## src/rtl/register_scoreboard.sv

```systemverilog
// Architectural register file with per-register outstanding-write counters.
// Provides RAW-hazard stall, same-cycle write-back bypass and sticky misuse flags.
module register_scoreboard #(
    parameter int unsigned OPERAND_WIDTH             = 32,
    parameter int unsigned REGISTER_DESCRIPTOR_WIDTH = 5,
    parameter int unsigned RESERVE_COUNT_WIDTH       = 2
) (
    input  logic                                 clk,
    input  logic                                 rst,
    input  logic                                 issue_valid_input,
    input  logic [REGISTER_DESCRIPTOR_WIDTH-1:0] rs1_addr_input,
    input  logic [REGISTER_DESCRIPTOR_WIDTH-1:0] rs2_addr_input,
    input  logic                                 rs1_use_input,
    input  logic                                 rs2_use_input,
    input  logic [REGISTER_DESCRIPTOR_WIDTH-1:0] rd_addr_input,
    input  logic                                 write_reserve_input,
    output logic                                 issue_ready_output,
    output logic [OPERAND_WIDTH-1:0]             rs1_data_output,
    output logic [OPERAND_WIDTH-1:0]             rs2_data_output,
    input  logic                                 write_back_valid_input,
    input  logic [REGISTER_DESCRIPTOR_WIDTH-1:0] write_back_rd_addr_input,
    input  logic [OPERAND_WIDTH-1:0]             write_back_data_input,
    output logic                                 reserved_output,
    output logic                                 underflow_error_output,
    output logic                                 overflow_error_output
);

    localparam int NUM_REGS = 1 << REGISTER_DESCRIPTOR_WIDTH;
    localparam logic [RESERVE_COUNT_WIDTH-1:0] CNT_MAX = '1;
    localparam logic [RESERVE_COUNT_WIDTH-1:0] CNT_ONE = RESERVE_COUNT_WIDTH'(1);

    logic [OPERAND_WIDTH-1:0]       regs_q [NUM_REGS];
    logic [RESERVE_COUNT_WIDTH-1:0] cnt_q  [NUM_REGS];
    logic [RESERVE_COUNT_WIDTH-1:0] cnt_d  [NUM_REGS];
    logic                           underflow_q, underflow_d;
    logic                           overflow_q, overflow_d;

    logic [NUM_REGS-1:0] wb_hit;
    logic [NUM_REGS-1:0] src_busy;
    logic [NUM_REGS-1:0] inc;
    logic [NUM_REGS-1:0] dec;
    logic                hazard;
    logic                accept;

    // A source whose last outstanding write lands this cycle is bypassed rather than stalled.
    always_comb begin
        for (int i = 0; i < NUM_REGS; i++) begin
            wb_hit[i]   = write_back_valid_input && (i != 0) &&
                          (write_back_rd_addr_input == REGISTER_DESCRIPTOR_WIDTH'(i));
            src_busy[i] = (cnt_q[i] != '0) && !(wb_hit[i] && (cnt_q[i] == CNT_ONE));
        end
    end

    always_comb begin
        hazard = (rs1_use_input && src_busy[rs1_addr_input]) ||
                 (rs2_use_input && src_busy[rs2_addr_input]) ||
                 (write_reserve_input && (rd_addr_input != '0) &&
                  (cnt_q[rd_addr_input] == CNT_MAX) && !wb_hit[rd_addr_input]);
        issue_ready_output = !hazard;
        accept             = issue_valid_input && !hazard;

        if (rs1_addr_input == '0) begin
            rs1_data_output = '0;
        end else if (wb_hit[rs1_addr_input]) begin
            rs1_data_output = write_back_data_input;
        end else begin
            rs1_data_output = regs_q[rs1_addr_input];
        end

        if (rs2_addr_input == '0) begin
            rs2_data_output = '0;
        end else if (wb_hit[rs2_addr_input]) begin
            rs2_data_output = write_back_data_input;
        end else begin
            rs2_data_output = regs_q[rs2_addr_input];
        end
    end

    always_comb begin
        underflow_d     = underflow_q;
        overflow_d      = overflow_q;
        reserved_output = 1'b0;
        for (int i = 0; i < NUM_REGS; i++) begin
            inc[i]   = accept && write_reserve_input && (i != 0) &&
                       (rd_addr_input == REGISTER_DESCRIPTOR_WIDTH'(i));
            dec[i]   = wb_hit[i] && (cnt_q[i] != '0);
            cnt_d[i] = cnt_q[i];
            if (inc[i] && !dec[i]) begin
                // Saturate; hazard logic keeps a legal master from ever getting here.
                if (cnt_q[i] == CNT_MAX) begin
                    overflow_d = 1'b1;
                end else begin
                    cnt_d[i] = cnt_q[i] + CNT_ONE;
                end
            end else if (dec[i] && !inc[i]) begin
                cnt_d[i] = cnt_q[i] - CNT_ONE;
            end
            if (wb_hit[i] && (cnt_q[i] == '0)) begin
                underflow_d = 1'b1;
            end
            if (cnt_q[i] != '0) begin
                reserved_output = 1'b1;
            end
        end
    end

    always_ff @(posedge clk) begin
        if (rst) begin
            for (int i = 0; i < NUM_REGS; i++) begin
                regs_q[i] <= '0;
                cnt_q[i]  <= '0;
            end
            underflow_q <= 1'b0;
            overflow_q  <= 1'b0;
        end else begin
            for (int i = 0; i < NUM_REGS; i++) begin
                if (wb_hit[i]) begin
                    regs_q[i] <= write_back_data_input;
                end
                cnt_q[i] <= cnt_d[i];
            end
            underflow_q <= underflow_d;
            overflow_q  <= overflow_d;
        end
    end

    assign underflow_error_output = underflow_q;
    assign overflow_error_output  = overflow_q;

endmodule

```

## config.mk

```make
export PLATFORM = sky130hd
export DESIGN_NAME = register_scoreboard
export DESIGN_NICKNAME = d
export VERILOG_FILES = /design/src/rtl/register_scoreboard.sv
export SDC_FILE = /design/constraint.sdc
export NUM_CORES = 2
export LEC_CHECK = 0
export BUFFER_PORTS_ARGS = -buffer_cell sky130_fd_sc_hd__buf_2
export CORE_MARGIN = 8
export CORE_UTILIZATION = 60
export CTS_CLUSTER_SIZE = 8
export DETAILED_ROUTE_END_ITERATION = 10
export GPL_TIMING_DRIVEN = 1
export PLACE_DENSITY_LB_ADDON = 0.12
export REMOVE_ABC_BUFFERS = 1
export SLEW_MARGIN = 5
export SYNTH_ARGS = -nofsm -noshare
export SYNTH_HDL_FRONTEND = slang
export SYNTH_SLANG_ARGS = --single-unit
```

## constraint.sdc

```tcl
create_clock -name clk -period 8 [get_ports clk]
set_clock_uncertainty 0.05 [all_clocks]
set_input_delay 0 -clock clk [delete_from_list [all_inputs] [get_ports clk]]
set_output_delay 0 -clock clk [all_outputs]
set_load 0.02 [all_outputs]
```

==> impl_results.md <==
* Total track usage at 36.27%
* Post-layout instance area at 0.06329 mm2
* Async set-reset flop share out of synthesis at 0%
* Delay of the slowest cell on the worst path at 0.70 ns
* Core area at 0.09445 mm2
* Final Critical Period at 5.071 ns
* Area enclosed by the die boundary at 0.1049 mm2
* Number of vias in the routed layout at 39.07k
* IO buf count at 126
* Placement Rows at 113
* TritonCTS clock tree: built
* Number of instances in the synthesized netlist at 3835
* Most frequent cell on the critical path: sky130_fd_sc_hd__dlygate4sd3_1
* Slowest cell on the critical path: sky130_fd_sc_hd__nor3_1
* Routed wire length per instance at 36.27 um
* Switch share at 25.21%
* Filler Cell Count at 6487
* Most frequent cells in the layout: sky130_fd_sc_hd__edfxtp_1 (992), sky130_fd_sc_hd__nor2_1 (676), sky130_fd_sc_hd__mux4_2 (579)
* Synth warnings at 0
* Critical Path Fanout Max at 15
* Inst Count DP at 4997
* Count of distinct cell types in the synthesized netlist at 92
* Max H-tree Level at 4
* Number of enable flip-flop cells after synthesis at 992
* Footprint of the flip-flops and latches at 0.03107 mm2
* Post-layout net count at 4065
* Required time of the critical path at 8.66 ns
* Clock sinks at 1056
* Maximum number of pins on one net before global-route repair at 121
* Combinational fraction of design power at 13.4%
* Slew at the pin closest to its max-slew limit at 1.397 ns
* Max Cap Violations at 0
* Deepest clock path buffer count at 3
* Leak at 21.19 nW
* Hold Path Class: input port to flop
* Die height at 323.9 um
* Fmax at 197.2 MHz
* Clock slew at reported path FFs at 0.06 ns
* Count of endpoints failing hold in the final timing report at 0
* Critical Setup Path Class: flop to flop
* Total negative setup slack at 0 ns
* Power, Total at 14.35 mW
* HPWL after detailed placement at 111600 um
* Share of post-route cells with drive strength above 1 at 31.33%
* Effective utilization at floorplan at 60.24%
* Commonest register cell after synthesis: sky130_fd_sc_hd__edfxtp_1
* Most common cell after layout, fill and taps aside: sky130_fd_sc_hd__edfxtp_1
* Number of DRC markers in iteration 0 at 6031
* Worst EP arrival at 5.73 ns
* Final GP Congestion at 0.9914
* Later-pin clock latency in the skew report at 0.77 ns
* Post-CTS Repair Setup Buffers at 0
* Top delay family on crit path: simple AND/OR/NAND/NOR gates
* Final Max Slew Viols at 0
* Top-Level Pins at 127
* Buffer and inverter count on the worst path at 3
* Placed cell area at 0.05886 mm2
* Total gr overflow at 0
* Cell internal pwr at 10.73 mW
* Antenna violations before repair at 4
* Register area share after synthesis at 54.61%
* Mean post-synth cell area at 14.83 um2
* Status: completed
* Ordered list of cells on the worst path: inv_1 > ha_1 > a311oi_1 > o41ai_1 > o311ai_0 > o2111ai_1 > nand4_2 > nor3_1 > nand4b_1 > dlygate4sd3_1 > a21oi_1 > dlygate4sd3_1
* Maximum vdd ir drop at 221.8 uV
* CTS Root Cell: sky130_fd_sc_hd__clkbuf_16
* Switching power total at 3.617 mW
* Iteration count of the initial detailed-routing pass at 7
* Final worst path period share at 63.39%
* Setup Viol. Count Final at 0
* Remaining antenna violation count after routing at 0
* Clock network fraction of total power at 40.4%
* Startpoint kind of the worst setup timing path: flop
* Cell area after synthesis at 0.05689 mm2
* Sequential Power Share at 46.2%
* Setup repair after global routing missed its margin: false
* Via-per-instance ratio at 7.484
* First-pass GRT wire length at 273900 um
* Synth Register Bits at 1056
* Number of global-route vias before repair at 40.49k
* Detailed-route wire length at 189300 um
* Signed area change from the synthesized netlist to the final layout at 11.25%
* Area of the multi-input gates at 0.02438 mm2
* Die boundary width at 323.9 um
* Slew headroom at 6.559%
* ANT cells at 0
* PD cells at 226.7 mW/mm2
* Final standard cell count with taps included and fillers excluded at 5220
* Num CTS Buffers at 150
* Sort of element at the end of the critical path: flop
* Drt drc at 0
-- registers in the layout (all words and copies together), names as in the netlist --
name and count:
cnt_q 62, overflow_error_output 1, regs_q 992, underflow_error_output 1
-- metrics by stage --
| step | hold WS, ns | worst slack, ns | utilization [%] |
|---|---|---|---|
| 2_1_floorplan | 0.01244 | 3.552 | - |
| 3_3_place_gp | 0.3133 | 3.507 | 62.32 |
| 3_5_place_dp | 0.3138 | 3.604 | 62.32 |
| 4_1_cts | 0.003741 | 3.174 | 67.01 |
| 5_1_grt | 0.06724 | 2.915 | 67.01 |
| 6_report | 0.04267 | 2.929 | 67.01 |
-- cell families (layout without fill, tap and decap cells) --
group	after synthesis	count (layout)	synth area share, %
AND/OR/NAND/NOR	1069	1069	8.197
flip-flops	1056	1056	54.61
multiplexers	796	796	27.18
buffers and inverters	430	550	2.987
AO/OA/AOI/OAI	371	371	4.673
adder cells (fa/ha/maj)	93	93	2.045
XOR/XNOR	20	20	0.3079
-- synthesized netlist by cell type (8+ instances only) --
master	number	area [um2]
sky130_fd_sc_hd__a21o_1	8	60.06
sky130_fd_sc_hd__mux2i_1	20	200.2
sky130_fd_sc_hd__nand2b_1	11	68.82
sky130_fd_sc_hd__nand4_1	21	131.4
sky130_fd_sc_hd__a21oi_1	41	205.2
sky130_fd_sc_hd__o21ai_0	61	305.3
sky130_fd_sc_hd__edfxtp_1	992	29790
sky130_fd_sc_hd__inv_1	109	409.1
sky130_fd_sc_hd__a22o_1	65	569.3
sky130_fd_sc_hd__o22ai_1	23	143.9
sky130_fd_sc_hd__or3_1	8	50.05
sky130_fd_sc_hd__buf_2	35	175.2
sky130_fd_sc_hd__and3_1	11	68.82
sky130_fd_sc_hd__mux4_2	579	13040
sky130_fd_sc_hd__nor2_1	678	2545
sky130_fd_sc_hd__a31oi_1	43	269.0
sky130_fd_sc_hd__nand2_1	157	589.3
sky130_fd_sc_hd__clkbuf_1	221	829.6
sky130_fd_sc_hd__a311oi_1	15	131.4
sky130_fd_sc_hd__xor2_1	9	78.83
sky130_fd_sc_hd__xnor2_1	11	96.34
sky130_fd_sc_hd__ha_1	93	1164
sky130_fd_sc_hd__a32oi_1	12	105.1
sky130_fd_sc_hd__nand3_1	62	310.3
sky130_fd_sc_hd__dfxtp_1	64	1281
sky130_fd_sc_hd__nor4_1	12	75.07
sky130_fd_sc_hd__o211ai_1	8	60.06
sky130_fd_sc_hd__mux2_2	196	2207
sky130_fd_sc_hd__nor3_1	46	230.2
sky130_fd_sc_hd__buf_1	56	210.2
-- area by class of cell --
type | count | share of cell area [%]
clock inverter | 14 | 0.3361
clock buffer | 180 | 6.209
multi-input combinational | 2349 | 38.52
sequential | 1056 | 49.09
timing repair buffer | 246 | 2.685
tap | 1265 | 2.501
inverter | 110 | 0.6563
-- worst register-to-register path, cell delays in order, from the launching register on --
cell and delay (ns):
sky130_fd_sc_hd__dfxtp_1 0.34, sky130_fd_sc_hd__inv_1 0.14, sky130_fd_sc_hd__ha_1 0.62, sky130_fd_sc_hd__a311oi_1 0.11
sky130_fd_sc_hd__o41ai_1 0.57, sky130_fd_sc_hd__o311ai_0 0.24, sky130_fd_sc_hd__o2111ai_1 0.24, sky130_fd_sc_hd__nand4_2 0.56
sky130_fd_sc_hd__nor3_1 0.70, sky130_fd_sc_hd__nand4b_1 0.15, sky130_fd_sc_hd__dlygate4sd3_1 0.59, sky130_fd_sc_hd__a21oi_1 0.14
sky130_fd_sc_hd__dlygate4sd3_1 0.56
-- routing by layer --
layer	wire (um)	GRT usage, %	share of wire [%]	up-vias
met1	66440	47.52	35	19970
met4	11020	18.22	5.8	4
li1	-	-	-	15340
met5	23	0	0.012	-
met3	23010	9.084	12	691
met2	88850	56.87	47	3067
-- path summary, 6_finish.rpt --
kind                                  start               endpoint  slack (ns)  depth (start not counted)
setup / recovery               cnt_q[25][0]  overflow_error_output        2.93                         12
hold / removal    write_back_data_input[11]         regs_q[14][11]        0.04                          3
setup reg to reg               cnt_q[25][0]  overflow_error_output        2.93                         12
hold reg to reg                cnt_q[16][0]           cnt_q[16][0]        0.50                          2
-- timing repair --
| item | in CTS | in global routing |
|---|---|---|
| resized for setup | 0 | 0 |
| hold buffers | 29 | 0 |
| endpoints found under the setup margin | 0 | 0 |
| hold endpoints to repair | 325 | 0 |
-- power groups by stage --
| stage | logic (mW) | registers [mW] | clock network, mW |
|---|---|---|---|
| after floorplan | 1.13 | 6.65 | 0 |
| after global placement | 1.87 | 6.67 | 0 |
| after detailed placement | 1.89 | 6.71 | 0 |
| after CTS | 1.91 | 6.62 | 5.83 |
| after global routing | 2.00 | 6.66 | 6.04 |
| final | 1.93 | 6.62 | 5.80 |
Power figures use the tool's default switching activity.
